File: src/rtl/accel_cfg_pkg.sv
// Shared register map, CHECK constant and STATUS bit layout for the
// accelerator configuration bank.
package accel_cfg_pkg;

   localparam logic [4:0] OFF_START  = 5'h10;
   localparam logic [4:0] OFF_STATUS = 5'h11;
   localparam logic [4:0] OFF_TIME   = 5'h12;
   localparam logic [4:0] OFF_CLEAR  = 5'h13;
   localparam logic [4:0] OFF_IRQ_EN = 5'h14;
   localparam logic [4:0] OFF_CHECK  = 5'h1F;

   localparam logic [31:0] CHECK_VALUE = 32'hF0F0F0F0;

   localparam int STATUS_BUSY_BIT = 0;
   localparam int STATUS_DONE_BIT = 1;
   localparam int STATUS_ERR_BIT  = 2;

   typedef enum logic {
      CH_IDLE = 1'b0,
      CH_BUSY = 1'b1
   } ch_state_e;

endpackage

File: src/rtl/cfg_channel.sv
// One accelerator channel: parameter registers, start/done handshake FSM,
// sticky done/err flags, interrupt enable and saturating run timer.
//
//   state   | meaning
//   CH_IDLE | core not running; PARAM writes and START accepted
//   CH_BUSY | core running; TIME counts, PARAM/START writes flag err
module cfg_channel
   import accel_cfg_pkg::*;
#(
   parameter int DW = 32,
   parameter int NP = 4,
   parameter int TW = 32
) (
   input  logic               clk,
   input  logic               rst,
   input  logic [NP-1:0]      param_we_i,
   input  logic               start_we_i,
   input  logic               clear_we_i,
   input  logic               irq_en_we_i,
   input  logic [DW-1:0]      wdata_i,
   input  logic               core_done_i,
   output logic [NP*DW-1:0]   params_o,
   output logic               core_start_o,
   output logic               busy_o,
   output logic               done_o,
   output logic               err_o,
   output logic               irq_en_o,
   output logic [TW-1:0]      time_o
);

   ch_state_e                state_q;
   logic [NP-1:0][DW-1:0]    params_q;
   logic                     core_start_q;
   logic                     done_q;
   logic                     err_q;
   logic                     irq_en_q;
   logic [TW-1:0]            time_q;

   logic start_req;
   logic param_req;
   logic set_done;
   logic set_err;

   assign start_req = start_we_i & wdata_i[0];
   assign param_req = |param_we_i;
   assign set_done  = (state_q == CH_BUSY) & core_done_i;
   assign set_err   = (state_q == CH_BUSY) & (start_req | param_req);

   always_ff @(posedge clk or posedge rst) begin
      if (rst) begin
         state_q      <= CH_IDLE;
         params_q     <= '0;
         core_start_q <= 1'b0;
         done_q       <= 1'b0;
         err_q        <= 1'b0;
         irq_en_q     <= 1'b0;
         time_q       <= '0;
      end else begin
         core_start_q <= 1'b0;
         case (state_q)
            CH_IDLE: begin
               for (int p = 0; p < NP; p++) begin
                  if (param_we_i[p]) params_q[p] <= wdata_i;
               end
               if (start_req) begin
                  state_q      <= CH_BUSY;
                  core_start_q <= 1'b1;
                  time_q       <= '0;
               end
            end
            CH_BUSY: begin
               // TIME spans core_start cycle up to, not including, the done cycle
               if (core_done_i) state_q <= CH_IDLE;
               else if (time_q != '1) time_q <= time_q + 1'b1;
            end
            default: state_q <= CH_IDLE;
         endcase
         done_q <= (done_q & ~(clear_we_i & wdata_i[0])) | set_done;
         err_q  <= (err_q  & ~(clear_we_i & wdata_i[1])) | set_err;
         if (irq_en_we_i) irq_en_q <= wdata_i[0];
      end
   end

   assign params_o     = params_q;
   assign core_start_o = core_start_q;
   assign busy_o       = (state_q == CH_BUSY);
   assign done_o       = done_q;
   assign err_o        = err_q;
   assign irq_en_o     = irq_en_q;
   assign time_o       = time_q;

endmodule

File: src/rtl/accel_config_bank.sv
// Configuration bank for NCH accelerator channels: address decode to the
// per-channel blocks, registered read mux and the shared interrupt.
module accel_config_bank
   import accel_cfg_pkg::*;
#(
   parameter int AW  = 12,
   parameter int DW  = 32,
   parameter int CW  = 8,
   parameter int NCH = 4,
   parameter int NP  = 4,
   parameter int TW  = 32
) (
   input  logic                  clk,
   input  logic                  rst,
   input  logic                  config_ena,
   input  logic                  config_wr,
   input  logic [CW-1:0]         config_addr,
   input  logic [DW-1:0]         config_wdata,
   output logic [DW-1:0]         config_rdata,
   output logic                  config_rvalid,
   output logic [NCH*NP*DW-1:0]  param_flat,
   output logic [NCH-1:0]        core_start,
   input  logic [NCH-1:0]        core_done,
   output logic [NCH-1:0]        busy,
   output logic                  irq
);

   localparam int CHW = (NCH > 1) ? $clog2(NCH) : 1;
   localparam int RW  = CW - CHW;

   if (CW < CHW + 5) begin : g_bad_cw
      $error("CW too narrow for channel field plus 5-bit register field");
   end
   if (NP < 1 || NP > 16) begin : g_bad_np
      $error("NP must be 1..16");
   end
   if (TW > DW || AW < 1) begin : g_bad_tw
      $error("TW must not exceed DW and AW must be positive");
   end

   logic [CHW-1:0]      ch_sel;
   logic [RW-1:0]       reg_sel;
   logic                ch_ok;
   logic                wr_en;
   logic                rd_en;

   logic [NP*DW-1:0]    ch_params [NCH];
   logic [TW-1:0]       ch_time   [NCH];
   logic [NCH-1:0]      ch_done;
   logic [NCH-1:0]      ch_err;
   logic [NCH-1:0]      ch_ien;

   logic [DW-1:0]       rdata_d;
   logic [DW-1:0]       rdata_q;
   logic                rvalid_q;
   logic                irq_q;

   assign ch_sel  = config_addr[CW-1 -: CHW];
   assign reg_sel = config_addr[RW-1:0];
   assign ch_ok   = ({1'b0, ch_sel} < (CHW+1)'(NCH));
   assign wr_en   = config_ena & config_wr;
   assign rd_en   = config_ena & ~config_wr;

   for (genvar c = 0; c < NCH; c++) begin : g_ch
      logic          sel_wr;
      logic [NP-1:0] param_we;

      assign sel_wr = wr_en & ch_ok & (ch_sel == CHW'(c));
      for (genvar p = 0; p < NP; p++) begin : g_pwe
         assign param_we[p] = sel_wr & (reg_sel == RW'(p));
      end

      cfg_channel #(
         .DW (DW),
         .NP (NP),
         .TW (TW)
      ) u_ch (
         .clk          (clk),
         .rst          (rst),
         .param_we_i   (param_we),
         .start_we_i   (sel_wr & (reg_sel == RW'(OFF_START))),
         .clear_we_i   (sel_wr & (reg_sel == RW'(OFF_CLEAR))),
         .irq_en_we_i  (sel_wr & (reg_sel == RW'(OFF_IRQ_EN))),
         .wdata_i      (config_wdata),
         .core_done_i  (core_done[c]),
         .params_o     (ch_params[c]),
         .core_start_o (core_start[c]),
         .busy_o       (busy[c]),
         .done_o       (ch_done[c]),
         .err_o        (ch_err[c]),
         .irq_en_o     (ch_ien[c]),
         .time_o       (ch_time[c])
      );

      assign param_flat[c*NP*DW +: NP*DW] = ch_params[c];
   end

   // CHECK decodes on the register field alone so it answers for any channel
   always_comb begin
      rdata_d = '0;
      if (reg_sel == RW'(OFF_CHECK)) begin
         rdata_d = DW'(CHECK_VALUE);
      end else if (ch_ok) begin
         if (reg_sel < RW'(NP)) begin
            rdata_d = ch_params[ch_sel][int'(reg_sel)*DW +: DW];
         end else begin
            case (reg_sel)
               RW'(OFF_STATUS): begin
                  rdata_d[STATUS_BUSY_BIT] = busy[ch_sel];
                  rdata_d[STATUS_DONE_BIT] = ch_done[ch_sel];
                  rdata_d[STATUS_ERR_BIT]  = ch_err[ch_sel];
               end
               RW'(OFF_TIME):   rdata_d = DW'(ch_time[ch_sel]);
               RW'(OFF_IRQ_EN): rdata_d[0] = ch_ien[ch_sel];
               default:         rdata_d = '0;
            endcase
         end
      end
   end

   always_ff @(posedge clk or posedge rst) begin
      if (rst) begin
         rdata_q  <= '0;
         rvalid_q <= 1'b0;
         irq_q    <= 1'b0;
      end else begin
         rvalid_q <= rd_en;
         if (rd_en) rdata_q <= rdata_d;
         irq_q <= |(ch_done & ch_ien);
      end
   end

   assign config_rdata  = rdata_q;
   assign config_rvalid = rvalid_q;
   assign irq           = irq_q;

endmodule

File: config.mk
export PLATFORM = sky130hd
export DESIGN_NAME = accel_config_bank
export DESIGN_NICKNAME = d
export VERILOG_FILES = /design/src/rtl/accel_cfg_pkg.sv /design/src/rtl/cfg_channel.sv /design/src/rtl/accel_config_bank.sv
export SDC_FILE = /design/constraint.sdc
export NUM_CORES = 2
export LEC_CHECK = 0
export ABC_CLOCK_PERIOD_IN_PS = 29600
export CORE_MARGIN = 4
export CORE_UTILIZATION = 50
export CTS_BUF_LIST = sky130_fd_sc_hd__clkbuf_2 sky130_fd_sc_hd__clkbuf_4 sky130_fd_sc_hd__clkbuf_8
export DETAILED_ROUTE_END_ITERATION = 8
export PLACE_DENSITY = 0.84
export SLEW_MARGIN = 20
export SYNTH_ARGS = -nofsm -noshare
export SYNTH_HDL_FRONTEND = slang
export SYNTH_SLANG_ARGS = --single-unit
File: constraint.sdc
create_clock -name clk -period 29.6 [get_ports clk]
set_input_delay 2.96 -clock clk [delete_from_list [all_inputs] [get_ports clk]]
set_output_delay 2.96 -clock clk [all_outputs]
set_load 0.02 [all_outputs]
### After elaboration in Yosys (flattened, before gate mapping)

Index checks and enable logic that the tools add are counted.

* memories kept: 0
* bits in latches: 0
* output and inout port bits: 554
* register bits: 694
* input bits: 48
* RAM bits: 0
* word-level logic and storage cells: 246
* ROM bits: 0

* bitwise logic cells: 89
* divide/modulo/power cells: 0
* $mul: 0
* order comparisons: 3
* multiplexer cells: 51
* equality and inequality tests: 28
* shift-type cells: 1
* $add $sub $neg: 4
* reductions and logical operators: 27

Operator list (number)
* $mux W32: 16
* $bmux W128 S2: 1
* $mux W128: 2
* $pmux W32 S2: 4
* $add A32 B1 Y32 const B: 4
* $ne A32 B32 Y1 const B: 4
* $shiftx A128 B12 Y32: 1
* $bmux W32 S2: 1
* $and A1 B1 Y1: 62
* $eq A6 B5 Y1 const B: 6
* $reduce_and A2 Y1: 16
* $mux W29: 1
* $reduce_or A4 Y1: 5
* $mux W1: 16
* $ne A2 B2 Y1 const B: 8
* $not A1 Y1: 13
* $eq A6 B2 Y1 const B: 2
* $or A1 B1 Y1: 12
* $reduce_and A3 Y1: 4
* $bmux W1 S2: 4
* $ne A2 B1 Y1 const B: 4
* $pmux W1 S2: 4
* $eq A6 B1 Y1 const B: 1
* $logic_not A6 Y1: 1
* 10 further kinds: 11

### Logic depth before layout (Yosys ltp)

* word-level depth: 7
* depth in mapped cells: 11
* depth with buffers taken out: 7

### Hierarchy

Synthesis repeated with hierarchy kept, for this count alone.

* cell total of the unflattened synthesis: 2663
* area, all modules: 34420.5 um^2

Modules (own cells, without submodules)
* cfg_channel (g_ch[0].u_ch ...): cells each 520, instances 3, area each 6904.1 um^2, sequential area each 4129.0 um^2
* cfg_channel (g_ch[3].u_ch): cells each 518, instances 1, area each 6949.2 um^2, sequential area each 4129.0 um^2
* accel_config_bank: cells each 585, instances 1, area each 6759.0 um^2, sequential area each 850.8 um^2

### Worst setup path after synthesis

OpenSTA, ideal clock, no wires.

* path kind: input to register
* from: input port config_addr[6]
* to: register rdata_q[10] (netlist: config_rdata[10])
* data required time: 29.474 ns
* arrival: 4.673 ns
* setup slack: 24.801 ns
* library setup time: 0.126 ns
* path buffers: 4
* cell stages on the path: 6
* path through: buf_6 buf_2 clkbuf_1 clkbuf_1 mux4_2 a221o_1

* cells in the longest elaborated chain, start to end: 7
* elaborated cells on any way between the ends: 11
* those cells by class: 1 x shift; 9 x mux; 1 x bitwise

RTL lines
* from (decl): line accel_config_bank.sv:17 `input logic [CW-1:0] config_addr,`
* $not A2 Y3 (not written as such) *: line accel_config_bank.sv:105, accel_config_bank.sv:113
* $bmux W128 S2 or $bmux W32 S2 (tied branches): line accel_config_bank.sv:105, accel_config_bank.sv:113
* $mux W128 (not written as such) or $mux W32 (tied branches) (2 in a row): line accel_config_bank.sv:105, accel_config_bank.sv:113
* $shiftx A128 B12 Y32 or $mux W29 (tied branches): line accel_config_bank.sv:105, accel_config_bank.sv:107
* $mux W32 *: line accel_config_bank.sv:104 `if (reg_sel < RW'(NP)) begin`
* $mux W32 *: line accel_config_bank.sv:101 `if (reg_sel == RW'(OFF_CHECK)) begin`
* to (signal assigned): line accel_config_bank.sv:128 `if (rd_en) rdata_q <= rdata_d;`
* to (decl): line accel_config_bank.sv:54 `logic [DW-1:0] rdata_q;`

Every way passes the cells marked *; elsewhere a longest branch is shown, timed or not. The select of a mux whose other input is x is not followed.
A chain may end at the register's enable or synchronous reset.

### Worst setup path in the final report

* from: input port config_addr[1]
* to: register g_ch[2].u_ch.time_q[26]

* cells in the longest elaborated chain, start to end: 5

RTL lines
* $eq A6 B5 Y1: line accel_config_bank.sv:81 `.start_we_i (sel_wr & (reg_sel == RW'(OFF_START))),`
* $and A1 B1 Y1: line accel_config_bank.sv:81
* $and A1 B1 Y1: line cfg_channel.sv:44 `assign start_req = start_we_i & wdata_i[0];`
* $ne A2 B1 Y1 (no source line)
* $reduce_and A3 Y1 (no source line)
* to (signal assigned): line cfg_channel.sv:74 `else if (time_q != '1) time_q <= time_q + 1'b1;`
* to (decl): line cfg_channel.sv:37 `logic [TW-1:0] time_q;`

No other way between the ends.

==> impl_metrics.toml <==
[outcome]
status = "finished clean"

[timing]
hold_viol = 0
min_period_over_period_pct = 21.3
worstMarginPinSlew_ns = 1.19
finalSetupViolations = 0
clock_skew_ns = 0.0838
period_needed_ns = 6.29
fmax_mhz = 159
relSlewSlack_pct = 20.4
finalSetupTns_ns = 0
slew_viol_final = 0
rsz0062_at_grt = "false"

[clock_network]
cts_tree = "done"
postCtsHoldBufs = 0
cts_repair_resize_count = 0
clk_pin_slew_ns = 0.06
cts_root_buffer = "clkbuf_8"
clkLatencyLatePin_ns = 0.78
clock-sinks = 694
cts_max_level = 3
clk_path_buf_depth = 3
cts_buffers = 112
cts_setup_buffers = 0

[floorplanning]
coreArea_um2 = 66000
start_util_pct = 50.6
die_w_um = 266
die_height_um = 266
die_area_um2 = 71000
placementRows = 94
ioPinCount = 602

[finish]
area_growth_pct = 27.8
nNetsFinal = 3080
layout-drive-gt1-share_pct = 30.3
nFillCells = 4607
final_cell_area_um2 = 42700

[yosys]
syn-instance-count = 2464
synth_edf_count = 0
avgSynthCellArea_um2 = 13.6
async_reset_ff_share_pct = 100
synth_seq_cells = 694
yosysWarnings = 0
synth_ff_type = "dfrtp_1"
postSynthNetCount = 2516
synth_area_um2 = 33400
ys_seq_area_share_pct = 52.0
ys_types = 74

[placed_design]
place_area_um2 = 40100
hpwl_um = 93900
port_buffers = 601
gp_congestion = 0.954

[flow_run]
maxCapViolCount = 0

[drt]
firstDrtPassIters = 6
post_drt_wl_per_cell_um = 33.3
wl_um = 133000
first_iter_violations = 3255
drc = 0
final_antenna_net_count = 0
num_vias = 26800
vias_per_cell = 6.73

[global_routing]
grt_pass1_wl_um = 191000
grt_max_degree = 135
grt.total_usage_pct = 36.7
antenna_found_initial = 5
grt_pass1_vias = 27100
overflow = 0

[critical_path]
arrival_ns = 6.91
critPathSlowestCell = "clkdlybuf4s50_1"
slowest_delay_ns = 0.91
crit_path_start = "config_addr[1]"
r2r_setup_slack_ns = 26.23
crit_fanout = 32
start_kind = "primary input"
cp.required_ns = 30.22
critPathCaptureType = "register"
timing.rr.start = "g_ch[3].u_ch.busy_o$_DFF_PP0_"
crit_type = "in2reg"
cp_cell_sequence = "clkdlybuf4s50_1 -> nor3b_1 -> nand4b_2 -> inv_2 -> nor2_2 -> buf_4 -> or4_1 -> a21oi_1"

[pwr]
power_density_nw_per_um2 = 49.9
ir_drop_mv = 0.0388
p_leak_nw = 18.9

[worst_hold_path]
min_path_type = "reg2reg"
hp-start = "g_ch[2].u_ch.err_o$_DFF_PP0_"
[per-stage QoR]
step                worst slack, ns  hold WS [ns]  power, mW  utilization (%)  instances
detailed placement            22.67         0.486       1.20             60.8       3777
CTS                           23.42         0.499       2.13             64.7       3982
finish                        23.31         0.499       2.13             64.7       3984
global route                  23.15         0.508       2.19             64.7       3984
global placement              22.76         0.470       1.19             60.8       3777
floorplan                      7.18         0.458       1.10                -       2464
[power breakdown]
| group | switching (mW) | internal, mW |
|---|---|---|
| Sequential | 0.0224 | 0.971 |
| Clock | 0.417 | 0.527 |
| Combinational | 0.113 | 0.0785 |
| Total | 0.553 | 1.58 |
[Yosys cell counts (all sizes together), types with 3 or more instances]
library cell,instances,area (um^2)
o21ai,42,210
xnor2,6,52.6
inv,21,78.8
mux2,517,5820
o31ai,45,338
mux4,162,3650
dfrtp,694,17400
nor3b,3,22.5
o311ai,7,61.3
a21oi,72,360
nor3,16,80.1
or4b,3,30.0
o41ai,3,26.3
nand4,49,334
a22oi,4,30.0
or4,50,375
xor2,4,35.0
a32o,4,40.0
or2,9,56.3
nor2b,6,37.5
a22o,39,342
and3,26,163
nand3,49,245
and2,8,50.1
a221o,13,130
a31o,4,35.0
nor4,17,134
a211oi,4,30.0
nand2b,16,100
buf,102,536
nor2,66,250
nand4b,8,76.3
clkbuf,93,350
a31oi,21,138
or3,23,144
o211ai,16,120
o22ai,13,81.3
nand2,125,469
mux2i,58,581
ha,4,50.1
and4,20,175
[cell type report]
cell class | count | area [um^2] | area share [%]
inverters | 23 | 93.8 | 0.220
flip-flops and latches | 694 | 17400 | 40.7
diodes | 1 | 2.50 | 0.00586
repair buffers | 645 | 6380 | 14.9
multi-input cells | 1552 | 15200 | 35.6
clock inverters | 20 | 229 | 0.536
well taps | 864 | 1080 | 2.53
clock buffers | 185 | 2340 | 5.48
[cells in the final DEF (no fill, tap or decap), types with 6 or more instances in the layout]
master / instances
dfrtp_1: 694
clkdlybuf4s50_1: 599
mux2_2: 482
mux4_2: 162
clkbuf_8: 152
nand2_1: 125
a21oi_1: 72
mux2i_1: 58
or4_1: 50
nand3_1: 49
nor2_1: 48
nand4_1: 46
o31ai_1: 45
o21ai_0: 42
buf_4: 41
a22o_1: 39
mux2_1: 35
clkbuf_4: 33
and3_1: 26
or3_1: 23
and4_1: 20
a31oi_1: 20
inv_1: 17
nor2_4: 16
nor3_1: 16
o211ai_1: 16
nand2b_1: 16
nor4_1: 13
o22ai_1: 13
a221o_1: 13
clkinv_2: 11
and2_1: 8
or2_2: 8
nand4b_1: 7
o311ai_0: 7
xnor2_1: 6
[routing by layer]
metal | vias up | track usage, % | share of wire, %
li1 | 10500 | - | -
met1 | 13900 | 45.4 | 35
met2 | 1873 | 55.8 | 45
met3 | 467 | 14.3 | 13
met4 | 6 | 20.2 | 7.1
met5 | - | 0 | 0.026
[registers in the layout, indices dropped and copies added, names as in the netlist]
register,count
g_ch.u_ch.time_o,128
irq,1
g_ch.u_ch.irq_en_o,4
g_ch.u_ch.core_start_o,4
g_ch.u_ch.err_o,4
g_ch.u_ch.params_o,512
g_ch.u_ch.busy_o,4
g_ch.u_ch.done_o,4
config_rvalid,1
config_rdata,32
[worst max-delay path: cells and delay by family]
| kind | cells | cell delay [ns] |
|---|---|---|
| AO/OA/AOI/OAI | 1 | 0.15 |
| buffers and inverters | 3 | 1.90 |
| AND/OR/NAND/NOR | 4 | 1.87 |
[cells by family (layout without fill, tap and decap cells)]
logic type	Yosys count	in the layout	synth area share [%]
mux	737	737	30.1
flops	694	694	52.0
simple gates	502	502	8.49
compound gates	299	299	6.13
buf+inv	218	873	2.91
xor+xnor	10	10	0.262
fa+ha+maj	4	4	0.150
other cells	0	1	0
[final timing paths]
| path | end | depth (start not counted) |
|---|---|---|
| max reg2reg | g_ch[3].u_ch.time_o[15]$_DFFE_PP0P_ | 5 |
| max in group asynchronous | g_ch[3].u_ch.time_o[28]$_DFFE_PP0P_ | 6 |
| min in group asynchronous | config_rdata[7]$_DFFE_PP0P_ | 2 |
| min | g_ch[2].u_ch.err_o$_DFF_PP0_ | 1 |
| min reg2reg | g_ch[2].u_ch.err_o$_DFF_PP0_ | 1 |
| max | g_ch[2].u_ch.time_o[26]$_DFFE_PP0P_ | 8 |
Note: power is estimated with default switching activity, not from simulation.
